$ cat config.mk
export PLATFORM = sky130hd
export DESIGN_NAME = fetch_unit
export DESIGN_NICKNAME = d
export VERILOG_FILES = /design/src/rtl/mips_pkg.sv /design/src/rtl/bht.sv /design/src/rtl/fetch_unit.sv
export SDC_FILE = /design/constraint.sdc
export NUM_CORES = 1
export LEC_CHECK = 0
export ABC_CLOCK_PERIOD_IN_PS = 9500
export CAP_MARGIN = 20
export CORE_MARGIN = 8
export CORE_UTILIZATION = 55
export CTS_CLUSTER_SIZE = 40
export DETAILED_ROUTE_END_ITERATION = 12
export PLACE_DENSITY = 0.94
export SLEW_MARGIN = 20
export SYNTH_ARGS = -nofsm -noshare
export SYNTH_HDL_FRONTEND = slang
export SYNTH_SLANG_ARGS = --single-unit
$ cat constraint.sdc
create_clock -name CLK -period 9.5 [get_ports CLK]
set_input_delay 2.85 -clock CLK [delete_from_list [all_inputs] [get_ports CLK]]
set_output_delay 2.85 -clock CLK [all_outputs]
set_load 0.05 [all_outputs]
$ cat src/rtl/mips_pkg.sv
// rtl/mips_pkg.sv - shared opcode, fetch-state and branch-counter definitions
package mips_pkg;

  localparam logic [5:0] OP_J   = 6'b000010;
  localparam logic [5:0] OP_JAL = 6'b000011;
  localparam logic [5:0] OP_BEQ = 6'b000100;
  localparam logic [5:0] OP_BNE = 6'b000101;

  localparam logic [1:0] ST_IDLE  = 2'd0;
  localparam logic [1:0] ST_REQ   = 2'd1;
  localparam logic [1:0] ST_HOLD  = 2'd2;
  localparam logic [1:0] ST_DRAIN = 2'd3;

  localparam logic [1:0] CTR_INIT = 2'b01;

  function automatic logic [1:0] sat_update(input logic [1:0] ctr, input logic taken);
    logic [1:0] res;
    res = ctr;
    if (taken && ctr != 2'b11) res = ctr + 2'b01;
    else if (!taken && ctr != 2'b00) res = ctr - 2'b01;
    return res;
  endfunction

endpackage

$ cat src/rtl/bht.sv
// rtl/bht.sv - branch history table of 2-bit saturating counters
module bht import mips_pkg::*; #(
  parameter int ENTRIES = 16,
  localparam int IDX = $clog2(ENTRIES)
) (
  input  logic           clk,
  input  logic           rst_n,
  input  logic [IDX-1:0] rd_idx,
  output logic [1:0]     rd_ctr,
  input  logic           upd_valid,
  input  logic [IDX-1:0] upd_idx,
  input  logic           upd_taken
);

  logic [1:0] ctr [ENTRIES];

  always_ff @(posedge clk or negedge rst_n) begin
    if (!rst_n) begin
      for (int i = 0; i < ENTRIES; i++) ctr[i] <= CTR_INIT;
    end else if (upd_valid) begin
      ctr[upd_idx] <= sat_update(ctr[upd_idx], upd_taken);
    end
  end

  // Read sees the pre-update value when the same index is written this cycle.
  assign rd_ctr = ctr[rd_idx];

endmodule

$ cat src/rtl/fetch_unit.sv
// rtl/fetch_unit.sv - fetch stage with variable-latency imem handshake and BHT prediction
module fetch_unit import mips_pkg::*; #(
  parameter int              XLEN        = 32,
  parameter logic [XLEN-1:0] RESET_PC    = '0,
  parameter int              BHT_ENTRIES = 16
) (
  input  logic            CLK,
  input  logic            Reset,
  input  logic            StallF,
  input  logic            RedirectD,
  input  logic [XLEN-1:0] RedirectPCD,
  input  logic            BrValidD,
  input  logic [XLEN-1:0] BrPCD,
  input  logic            BrTakenD,
  output logic            IReq,
  output logic [XLEN-1:0] IAddr,
  input  logic            IAck,
  input  logic [31:0]     IRdata,
  output logic [31:0]     InstrF,
  output logic [XLEN-1:0] PCF,
  output logic [XLEN-1:0] PCPlus4F,
  output logic            PredTakenF,
  output logic            ValidF
);

  localparam int IDX = $clog2(BHT_ENTRIES);

  logic [1:0]      state;
  logic [XLEN-1:0] pc, pend_pc;
  logic [31:0]     hold_instr;
  logic [XLEN-1:0] hold_pc;
  logic            hold_pred;

  logic [1:0]      pred_ctr;
  logic [5:0]      op;
  logic [XLEN-1:0] pc4, jmp_tgt, br_off, br_tgt, next_pc;
  logic            pred_taken, accept;
  logic            unused_br_bits;

  bht #(.ENTRIES(BHT_ENTRIES)) u_bht (
    .clk       (CLK),
    .rst_n     (Reset),
    .rd_idx    (pc[IDX+1:2]),
    .rd_ctr    (pred_ctr),
    .upd_valid (BrValidD),
    .upd_idx   (BrPCD[IDX+1:2]),
    .upd_taken (BrTakenD)
  );

  assign unused_br_bits = ^{BrPCD[XLEN-1:IDX+2], BrPCD[1:0]};

  // Predecode of the returning word decides where the next request goes.
  assign op      = IRdata[31:26];
  assign pc4     = pc + XLEN'(4);
  assign jmp_tgt = {pc4[XLEN-1:28], IRdata[25:0], 2'b00};
  assign br_off  = {{(XLEN-18){IRdata[15]}}, IRdata[15:0], 2'b00};
  assign br_tgt  = pc4 + br_off;

  always_comb begin
    pred_taken = 1'b0;
    next_pc    = pc4;
    case (op)
      OP_J, OP_JAL: begin
        pred_taken = 1'b1;
        next_pc    = jmp_tgt;
      end
      OP_BEQ, OP_BNE: begin
        if (pred_ctr[1]) begin
          pred_taken = 1'b1;
          next_pc    = br_tgt;
        end
      end
      default: ;
    endcase
  end

  assign accept   = ~ValidF | ~StallF;
  assign IReq     = (state == ST_REQ) || (state == ST_DRAIN);
  assign IAddr    = pc;
  assign PCPlus4F = PCF + XLEN'(4);

  always_ff @(posedge CLK or negedge Reset) begin
    if (!Reset) begin
      state      <= ST_IDLE;
      pc         <= RESET_PC;
      pend_pc    <= '0;
      hold_instr <= '0;
      hold_pc    <= '0;
      hold_pred  <= 1'b0;
      InstrF     <= '0;
      PCF        <= '0;
      PredTakenF <= 1'b0;
      ValidF     <= 1'b0;
    end else begin
      // Decode consumes or a redirect kills the current word; loads below override.
      if (RedirectD || !StallF) ValidF <= 1'b0;

      case (state)
        ST_IDLE: begin
          state <= ST_REQ;
          if (RedirectD) pc <= RedirectPCD;
        end
        ST_REQ: begin
          if (RedirectD) begin
            if (IAck) begin
              pc <= RedirectPCD;
            end else begin
              pend_pc <= RedirectPCD;
              state   <= ST_DRAIN;
            end
          end else if (IAck) begin
            pc <= next_pc;
            if (accept) begin
              InstrF     <= IRdata;
              PCF        <= pc;
              PredTakenF <= pred_taken;
              ValidF     <= 1'b1;
            end else begin
              hold_instr <= IRdata;
              hold_pc    <= pc;
              hold_pred  <= pred_taken;
              state      <= ST_HOLD;
            end
          end
        end
        ST_HOLD: begin
          if (RedirectD) begin
            pc    <= RedirectPCD;
            state <= ST_REQ;
          end else if (!StallF) begin
            InstrF     <= hold_instr;
            PCF        <= hold_pc;
            PredTakenF <= hold_pred;
            ValidF     <= 1'b1;
            state      <= ST_REQ;
          end
        end
        ST_DRAIN: begin
          // The in-flight response is dropped; the latest redirect target wins.
          if (IAck) begin
            pc    <= RedirectD ? RedirectPCD : pend_pc;
            state <= ST_REQ;
          end else if (RedirectD) begin
            pend_pc <= RedirectPCD;
          end
        end
        default: state <= ST_IDLE;
      endcase
    end
  end

endmodule
==> summary.md <==
| Metric | Value |
|---|---|
| Status | finished clean |
| Setup TNS | 0 ns |
| Hold/Removal Path Class | flop to flop |
| Crit-path cells | and3_1 > and2_1 > and3_1 > nor2b_1 > nand3_1 > nor2_1 > nand3_1 > xnor2_1 > clkdlybuf4s50_1 |
| Met2 wire length | 19100 µm |
| Core area | around 0.024 mm² |
| Reg power frac | 0.291 |
| Yosys reg bits | 229 |
| Largest net degree at the start of global routing | 151 |
| Syn nets | approximately 1500 |
| Final Instance Area | 0.0166 mm² |
| Cell count after synthesis | 1320 |
| Area grow syn2layout | 22.9% |
| R2r setup slk | approximately 4.5 ns |
| Std-Cell Rows | 57 |
| Drt first pass iters | 6 |
| Initial antenna violation count | 5 |
| Count of cell types in the netlist | 74 |
| First-iteration detailed-routing DRC count | about 1600 |
| Total detailed-routing wirelength | 41200 µm |
| Die area | 0.0299 mm² |
| Top layer in use | met5 |
| Critical Path Slowest Stage Cell | clkdlybuf4s50_1 |
| Die X | 173 µm |
| Post-synthesis sequential area ratio | 0.425 |
| Setup slack at placement | between 2 and 2.5 ns |
| Final worst path period need | 6.42 ns |
| CP Max Fanout | 6 |
| Worst Setup Slack, final | 3.08 ns |
| P_sw | 3320 µW |
| Met3 WL | 4920 µm |
| # hold bufs at CTS | 0 |
| Commonest cells after routing, fill and taps aside | dfrtp_1 (213), clkdlybuf4s50_1 (204), mux2_2 (130), a21oi_1 (127), nor2_1 (123) |
| Crit path depth | 9 |
| Commonest non-fill, non-tap cell in the layout | dfrtp_1 |
| Critical R2R Launch | IAddr[2]$_DFFE_PN0P_ |
| DRC viols | 0 |
| Clock edge transition at the registers on the reported setup and hold paths | 0.06 ns |
| Pwr Density | between 400 and 500 mW/mm² |
| Via density per instance | 6.38 |
| Final Hold Viols | 0 |
| Ratio of cells with drive above 1 in the final layout | 0.157 |
| Clock network fraction of total power | 0.141 |
| Syn_area_per_cell | 10.3 µm² |
| Slew Viols, Final | 0 |
| Ports | around 230 |
| Worst path bufs/invs | 1 |
| Tot GR Track Use | 0.265 |
| Cell family with most CP delay | simple AND/OR/NAND/NOR gates |
| Crit start category | flop |
| Min-delay src | pend_pc[6]$_DFFE_PN0P_ |
| Buffer depth of the longest clock path | 3 |
| Fraction of registers with async set/reset | 1.00 |
| # port buffers | between 200 and 250 |
| Worst Path Arrival | 3.57 ns |
| Final setup viols | 0 |
| Initial Util | 0.559 |
| M1 WL | 16000 µm |
| Final worst-path cycle share | 0.676 |
| Peak VDD IR | 0.257 mV |
| LEAKAGE | between 0.006 and 0.007 µW |
| Clk Latency, worst-skew pair | between 0.5 and 0.6 ns |
| WL per Instance | 22.6 µm |
| WHS Endpoint | pend_pc[6]$_DFFE_PN0P_ |
| Yosys warning total | 0 |
| Pint | 3530 µW |
| Multi-input gate area | 0.00735 mm² |
| Mapped Area | approximately 0.014 mm² |
| Die H | 173 µm |
| Via count | 11600 |
| Inserted Clock Buffers | 23 |
| Min Hold Slack | between 0.5 and 0.6 ns |
| Post-synth EDFFs | 0 |
| Required @ worst endpoint | 6.65 ns |
| Storage element area | 0.00575 mm² |
| DP Area | ~0.016 mm² |
| Primary FF master, synth | dfrtp_1 |
| GPL Wtd Cong | 0.967 |
| Hold Path Cell Cnt | 1 |
| GRT Residual Overflow | 0 |
| Worst Reg-to-Reg Cells | 15 |
| Least-Margin Pin Slew | 1.04 ns |
| Sink Count | 229 |
| CTS resizes | 0 |
| Max-Cap Viols | 0 |
| Fillers | 1710 |
| Switching fraction of total power | 0.485 |
| CTS tree | built |
| Vias in the first global route | approximately 12000 |
| Post-CTS setup buffers | 0 |
| Worst Setup End Kind | primary output |
| Remaining antenna violation count | 0 |
| CP peak stage delay | 0.84 ns |
| RSZ-0062 raised after global routing | false |
| FF-to-FF End | IAddr[31]$_DFFE_PN0P_ |
| Root Buffer | clkbuf_16 |
| Comb power frac | 0.568 |
| Post-Route Skew | 0.0327 ns |
| Fmax | 156 MHz |
| Post-DP HPWL | 29100 µm |
| First-pass GRT wire length | 64800 µm |
| CP Class | flop to primary output |
| Worst rel slew slack | 0.303 |
| Nets@finish | 1622 |
| CTS H-tree lvls | 1 |
## through the flow
stage,total power (µW),util,instances
after floorplan,4560,-,1320
after global placement,5620,0.651,1775
after detailed placement,5790,0.651,1775
after CTS,6790,0.684,1816
after global routing,7210,0.687,1822
final,6860,0.687,1822
## synth_stat cells, drive strengths merged, types with 5 or more instances
| cell type | n | area share |
|---|---|---|
| a21oi | 127 | 0.047 |
| nand3 | 35 | 0.014 |
| inv | 30 | 0.0083 |
| dfstp | 16 | 0.031 |
| mux2 | 130 | 0.11 |
| mux2i | 72 | 0.053 |
| a221oi | 12 | 0.0078 |
| a221o | 13 | 0.0096 |
| dfrtp | 213 | 0.39 |
| a22oi | 14 | 0.0078 |
| clkbuf | 62 | 0.017 |
| and3 | 15 | 0.0069 |
| nand4 | 19 | 0.0088 |
| a21o | 12 | 0.0067 |
| nand2 | 56 | 0.016 |
| nor2 | 127 | 0.035 |
| buf | 26 | 0.011 |
| a31oi | 9 | 0.0042 |
| a211oi | 7 | 0.0042 |
| xnor2 | 61 | 0.039 |
| xor2 | 18 | 0.012 |
| nor3 | 18 | 0.0067 |
| mux4 | 14 | 0.023 |
| o22ai | 10 | 0.0046 |
| o21ai | 46 | 0.017 |
| nand2b | 12 | 0.0055 |
| o21a | 8 | 0.0044 |
| o21bai | 5 | 0.0028 |
| o22a | 7 | 0.0045 |
| a22o | 9 | 0.0058 |
| ha | 40 | 0.037 |
| nor2b | 10 | 0.0046 |
## how the worst max path moves through the flow
stage,startpoint,to,slack (ns)
floorplan,PCF[4]$_DFFE_PN0P_,PCPlus4F[31],3.77
global placement,RedirectD,hold_pc[0]$_DFFE_PN0P_,2.42
detailed placement,RedirectD,hold_pc[2]$_DFFE_PN0P_,2.41
CTS,RedirectD,hold_pc[2]$_DFFE_PN0P_,2.88
global route,PCF[4]$_DFFE_PN0P_,PCPlus4F[28],2.87
finish,PCF[4]$_DFFE_PN0P_,PCPlus4F[28],3.08
## area by class of cell
| class | count | share of cell area |
|---|---|---|
| clock buffers | 32 | 0.0408 |
| flip-flops and latches | 229 | 0.345 |
| inverters | 30 | 0.00676 |
| multi-input cells | 973 | 0.442 |
| diodes | 4 | 0.000601 |
| repair buffers | 221 | 0.133 |
| well taps | 324 | 0.0243 |
| clock inverters | 9 | 0.00759 |
## power by group through the flow
stage	Combinational, µW	Sequential, µW	Clock [µW]
final	3900	1990	968
after global routing	4140	2050	1020
after CTS	3860	1970	969
after detailed placement	3820	1970	0
after global placement	3700	1920	0
after floorplan	2080	2480	0
## layer usage
layer	GRT usage	vias to the layer above
met3	0.0660	92
met2	0.418	680
li1	-	5141
met1	0.352	5710
met4	0.0873	2
met5	0	-
## sequential cells by signal, summed over array words and instances (netlist names)
signal / cells
pend_pc: 32
PCF: 32
PredTakenF: 1
hold_pred: 1
state: 2
IAddr: 32
hold_pc: 32
InstrF: 32
u_bht.ctr: 32
ValidF: 1
hold_instr: 32
## kinds of logic after synthesis
family          count (synthesis)  synth area share
compound gates                316             0.151
xor+xnor                       79            0.0511
fa+ha+maj                      41            0.0384
buf+inv                       118            0.0368
flops                         229             0.425
mux                           216             0.185
simple gates                  321             0.113
(Power assumes the default switching activity.)
